**config.mk**
```make
export PLATFORM = sky130hd
export DESIGN_NAME = fetch_cycle
export DESIGN_NICKNAME = d
export VERILOG_FILES = /design/src/rtl/fetch_cycle.sv
export SDC_FILE = /design/constraint.sdc
export NUM_CORES = 1
export LEC_CHECK = 0
export ABC_AREA = 1
export CORE_UTILIZATION = 52
export DETAILED_ROUTE_END_ITERATION = 8
export PLACE_DENSITY_LB_ADDON = 0.08
export SYNTH_ARGS = -nofsm -noshare
export SYNTH_HDL_FRONTEND = slang
export SYNTH_SLANG_ARGS = --single-unit
```
**constraint.sdc**
```tcl
create_clock -name clk -period 1.9 [get_ports clk]
set_input_delay 0.19 -clock clk [delete_from_list [all_inputs] [get_ports clk]]
set_output_delay 0.19 -clock clk [all_outputs]
set_load 0.02 [all_outputs]
```
**src/rtl/fetch_cycle.sv**
```systemverilog
// fetch_cycle: instruction fetch stage feeding decode.
//   Holds the PC and drives a req/ack instruction-memory port. Each fetched word
//   and its PC are registered into ir/pcout. A one-entry skid buffer absorbs a
//   word that returns while decode is stalled. A redirect that lands while an
//   access is outstanding keeps the old address on the bus until the ack, and
//   that word is then dropped.
//
// Optional build macro: FETCH_PERF_EN adds fetch_count / bubble_count outputs.
//
// Ports:
//   clk          in   1   clock, all state on posedge
//   rst          in   1   asynchronous active-low reset
//   stall        in   1   decode cannot accept; hold ir/pcout/ir_valid
//   redirect     in   1   branch/jump taken; refetch from redirect_pc
//   redirect_pc  in   16  redirect target
//   imem_req     out  1   fetch request
//   imem_addr    out  16  fetch address (stable while request outstanding)
//   imem_ack     in   1   imem_rdata valid for imem_addr this cycle
//   imem_rdata   in   16  instruction word
//   ir           out  16  registered instruction to decode
//   pcout        out  16  PC of ir
//   ir_valid     out  1   ir holds a real instruction (0 = bubble)
//   fetch_count  out  16  (FETCH_PERF_EN) acks whose data was kept
//   bubble_count out  16  (FETCH_PERF_EN) cycles in which ir_valid was written 0
//
// state | meaning
// BOOT  | first cycle after reset release, no request
// FETCH | request at pc, accept word on ack
// SKID  | word parked in skid buffer while decode stalls, no request
// DRAIN | redirect hit an outstanding access; wait for its ack and drop it

module fetch_cycle #(
  parameter logic [15:0] RESET_PC = 16'h0000,
  parameter logic [15:0] PC_INC   = 16'd2,
  parameter logic [15:0] NOP_INST = 16'h0000
) (
  input  logic        clk,
  input  logic        rst,
  input  logic        stall,
  input  logic        redirect,
  input  logic [15:0] redirect_pc,
  output logic        imem_req,
  output logic [15:0] imem_addr,
  input  logic        imem_ack,
  input  logic [15:0] imem_rdata,
  output logic [15:0] ir,
  output logic [15:0] pcout,
  output logic        ir_valid
`ifdef FETCH_PERF_EN
  ,
  output logic [15:0] fetch_count,
  output logic [15:0] bubble_count
`endif
);

  typedef enum logic [1:0] {BOOT, FETCH, SKID, DRAIN} state_t;

  state_t      state;
  logic [15:0] pc;
  logic [15:0] skid_data;
  logic [15:0] skid_pc;
  logic        skid_valid;
  logic [15:0] pc_next;

  assign pc_next = pc + PC_INC;

  always_ff @(posedge clk or negedge rst) begin
    if (!rst) begin
      state      <= BOOT;
      pc         <= RESET_PC;
      ir         <= NOP_INST;
      pcout      <= 16'h0000;
      ir_valid   <= 1'b0;
      imem_req   <= 1'b0;
      imem_addr  <= RESET_PC;
      skid_data  <= NOP_INST;
      skid_pc    <= 16'h0000;
      skid_valid <= 1'b0;
    end else begin
      case (state)
        BOOT: begin
          state    <= FETCH;
          imem_req <= 1'b1;
          if (redirect) begin
            pc        <= redirect_pc;
            imem_addr <= redirect_pc;
          end else begin
            imem_addr <= pc;
          end
        end

        FETCH: begin
          if (redirect) begin
            ir         <= NOP_INST;
            ir_valid   <= 1'b0;
            skid_valid <= 1'b0;
            pc         <= redirect_pc;
            if (imem_ack) begin
              // returned word belongs to the wrong path; refetch at once
              imem_addr <= redirect_pc;
            end else begin
              // access still outstanding: keep its address until it acks
              state <= DRAIN;
            end
          end else if (imem_ack) begin
            pc        <= pc_next;
            imem_addr <= pc_next;
            if (!stall) begin
              ir       <= imem_rdata;
              pcout    <= pc;
              ir_valid <= 1'b1;
            end else begin
              skid_data  <= imem_rdata;
              skid_pc    <= pc;
              skid_valid <= 1'b1;
              imem_req   <= 1'b0;
              state      <= SKID;
            end
          end else if (!stall) begin
            ir       <= NOP_INST;
            ir_valid <= 1'b0;
          end
        end

        SKID: begin
          if (redirect) begin
            ir         <= NOP_INST;
            ir_valid   <= 1'b0;
            skid_valid <= 1'b0;
            pc         <= redirect_pc;
            imem_addr  <= redirect_pc;
            imem_req   <= 1'b1;
            state      <= FETCH;
          end else if (!stall) begin
            ir         <= skid_data;
            pcout      <= skid_pc;
            ir_valid   <= 1'b1;
            skid_valid <= 1'b0;
            imem_addr  <= pc;
            imem_req   <= 1'b1;
            state      <= FETCH;
          end
        end

        DRAIN: begin
          if (redirect || !stall) begin
            ir       <= NOP_INST;
            ir_valid <= 1'b0;
          end
          if (redirect) begin
            pc <= redirect_pc;
          end
          // the stale access completing ends the drain even if a newer
          // redirect arrives in the same cycle; pc already holds the target
          if (imem_ack) begin
            state     <= FETCH;
            imem_addr <= redirect ? redirect_pc : pc;
          end
        end

        default: begin
          state    <= BOOT;
          imem_req <= 1'b0;
        end
      endcase
    end
  end

`ifdef FETCH_PERF_EN
  logic fetch_strobe;
  logic bubble_strobe;

  always_comb begin
    fetch_strobe  = 1'b0;
    bubble_strobe = 1'b0;
    case (state)
      FETCH: begin
        fetch_strobe  = imem_ack && !redirect;
        bubble_strobe = redirect || (!imem_ack && !stall);
      end
      SKID:    bubble_strobe = redirect;
      DRAIN:   bubble_strobe = redirect || !stall;
      default: bubble_strobe = 1'b0;
    endcase
  end

  always_ff @(posedge clk or negedge rst) begin
    if (!rst) begin
      fetch_count  <= 16'h0000;
      bubble_count <= 16'h0000;
    end else begin
      if (fetch_strobe) fetch_count <= fetch_count + 16'd1;
      if (bubble_strobe) bubble_count <= bubble_count + 16'd1;
    end
  end
`endif

endmodule

```
==> summary.txt <==
Status
  • Outcome: finished, final reports clean

Clock tree
  • H-tree level count: 3
  • # resized after CTS: 0
  • Cts bufs inserted: 9
  • CTS tree: yes
  • CTS Buffer Depth: 2
  • CTS root buf: clkbuf_8
  • Clock-pin slew on the worst setup and hold paths: 0.10 ns
  • CTS Sinks: 100
  • Worst-skew pair later-pin latency: 0.36 ns

Setup path
  • Worst Path Required: around 2.1 ns
  • Setup CP Type: reg -> reg
  • Crit-path max FO: 19
  • CP Capture Type: flop
  • Startpoint class of the critical path: flop
  • Critical path data arrival time: 1.98 ns

Route
  • Mean routed wirelength per cell: around 14 um
  • DRT iter0 DRCs: approximately 170
  • DRC viols: 0
  • DR vias/cell: 5.26
  • Post-DRT Antenna Nets: 0
  • DRT Pass-1 Iters: 4
  • Routed WL: around 12000 um
  • Via count: approximately 4300

Global routing
  • Largest net degree at the start of global routing: 43
  • Initial antenna violation count: 0
  • Tot GR Track Use: roughly a quarter
  • Total gr overflow: 0
  • First-pass GRT wire length: 19800 um
  • Vias in the first global route: ~4300

Synth
  • Most frequent cell after synthesis: nand2_1
  • Syn Area/Cell: between 7 and 8 sq um
  • Post-synth top area share: 52.7%
  • Synth Instances: 616
  • Post-synth top area cell: dfrtp_1
  • Mapped Area: ~4800 sq um
  • Post-synthesis cell type count: 26
  • YS warnings: 0
  • Share of the yosys chip area belonging to registers: 52.7%
  • Ys async rst share: between 90% and 100%
  • Synthesis-stage register bit count: 100
  • Number of synthesized flops with an enable pin: 0
  • Dominant synthesized flop cell: dfrtp_1
  • Largest cells by area after synthesis: dfrtp_1 (53%), nand2_1 (17%), o21ai_0 (6.2%)
  • Mapped Nets: between 600 and 700
  • Commonest cells in the netlist: nand2_1 (209), dfrtp_1 (100), inv_1 (67), o21ai_0 (59), nor2_1 (50)

Layout
  • Fraction of layout cells with a size suffix above 1: approximately 7.4%
  • Area Overhead vs Synth: 27.9%
  • Area of the multi-input gates: about 1900 sq um
  • Final nets: ~750
  • Sequential cell area: between 2000 and 3000 sq um
  • ANT cells: 0
  • # fillers: 730
  • Post-Route Utilization: 69.3%

Power and ir drop
  • Power density cells: between 1000 and 1500 nW/um^2
  • Clock power share: roughly a fifth
  • P_leak: 2.95 nW
  • Psw: 0.00291 W
  • Cell Int Power: 0.00476 W
  • VDD IR-drop max: a little under 600 uV
  • Flop pwr share: 43.3%
  • Sw Share: between 30% and 40%
  • Comb pwr share: 37.7%

Timing
  • Post-layout min period: about 1.7 ns
  • Achievable Freq: 575 MHz
  • RSZ-0062 raised after global routing: no
  • Final worst setup slack: approximately 0.16 ns
  • Clock Skews: roughly 0.013 ns
  • Tcrit/Tclk final: between 90% and 100%
  • Slew margin rel.: 65.8%
  • Final hold vios: 0
  • Slew @ Worst Pin: ~0.5 ns
  • Slew Limit Fails: 0
  • Final setup viols: 0

Die
  • Initial Util: 54.2%
  • Die height: around 98 um
  • Die width: ~100 um
  • CORE AREA: approximately 8800 sq um
  • Row Count: 34
  • I/O pins: 87
  • Area of the die: 9520 sq um

Placement
  • Place WS: -0.00738 ns
  • GP Congestion: 0.901
  • Port Buffers: 86
  • HPWL Detailed: ~8500 um

Flow run
  • Max_cap viols: 0

Hold path
  • Tightest Hold Check Type: in -> async
-- area by class of cell --
| class | count | share of cell area, % |
|---|---|---|
| Sequential cell | 100 | 41.2 |
| Inverter | 72 | 4.45 |
| Multi-Input combinational cell | 419 | 30.8 |
| Clock buffer | 10 | 2.26 |
| Tap cell | 108 | 2.22 |
| Timing Repair Buffer | 107 | 18.0 |
| Clock inverter | 5 | 1.11 |
-- routing by layer --
layer	wire length (um)	GRT usage (%)	up-vias
met5	0	0	-
met3	522	4.89	23
met4	300	9.84	0
met1	5020	31.7	2042
met2	6010	45.7	115
li1	-	-	2135
-- worst max-delay path: stages, from the launching register on --
cell and delay, ns:
dfrtp_1 0.46, inv_2 0.13, nand2_1 0.15, nor2_4 0.28, nand2_1 0.22, buf_12 0.21, nand3_1 0.09, o21ai_0 0.08
-- stage by stage --
step                instances  hold WS (ns)  power (W)  setup TNS [ns]  area (sq um)
finish                    821         0.343    0.00767               0          6080
global route              821         0.383    0.00817               0          6080
CTS                       817         0.349    0.00770               0          6030
detailed placement        801         0.159    0.00625         -0.0143          5820
global placement          801         0.156    0.00616               0          5820
floorplan                 616        -0.106    0.00494               0          4750
-- cells in the final DEF (no fill, tap or decap), drive strengths merged --
cell           synthesis  layout
inv                   72      76
mux2i                  2       2
o22ai                 17      17
a21oi                 33      33
nor2                  54      54
nand4                  6       6
bufinv                 0       1
a31oi                  2       2
nand2                211     211
buf                   19      21
nand3b                 1       1
or2                    1       1
clkbuf                 6      10
nor3                   2       2
nand3                 23      23
dlygate4sd3            0       1
ha                     1       1
o21ai                 66      66
clkdlybuf4s50          0      85
dfrtp                100     100
-- sequential cells by signal (all words and copies together), names as in the netlist --
| signal | cells |
|---|---|
| pcout | 16 |
| skid_data | 16 |
| ir_valid | 1 |
| skid_pc | 16 |
| pc | 16 |
| ir | 16 |
| imem_addr | 16 |
| imem_req | 1 |
| state | 2 |
-- power by group through the flow --
stage	sequential [W]	clock [W]	combinational (W)
after CTS	0.00333	0.00147	0.00290
after global placement	0.00335	0	0.00281
final	0.00333	0.00145	0.00290
after detailed placement	0.00337	0	0.00288
after floorplan	0.00367	0	0.00127
after global routing	0.00342	0.00154	0.00321
-- cells by family (layout without fill, tap and decap cells) --
logic type	count (synthesis)	in the layout	share of synthesized area (%)
mux	2	2	0.421
flops	100	100	52.7
compound gates	118	118	13.2
buf+inv	97	194	8.11
simple gates	298	298	25.3
fa+ha+maj	1	1	0.263
-- path summary, 6_finish.rpt --
path / slack (ns) / cells past startpoint / startpoint / end
worst max-delay path: 0.16 / 7 / state[1] / pc[7]
worst min-delay path: 0.34 / 2 / rst / ir[3]
worst max register to register: 0.16 / 7 / state[1] / pc[7]
worst min register to register: 0.49 / 2 / imem_addr[3] / imem_addr[3]
max in group asynchronous: 1.01 / 3 / rst / pc[7]
min in group clk: 0.40 / 3 / imem_rdata[7] / skid_data[7]
-- timing repair --
item	in CTS	in global routing
hold buffers	1	0
endpoints found under the setup margin	0	1
endpoints found under the hold margin	29	0
setup buffers	0	4
No activity file was read; power rests on OpenSTA's default activity.
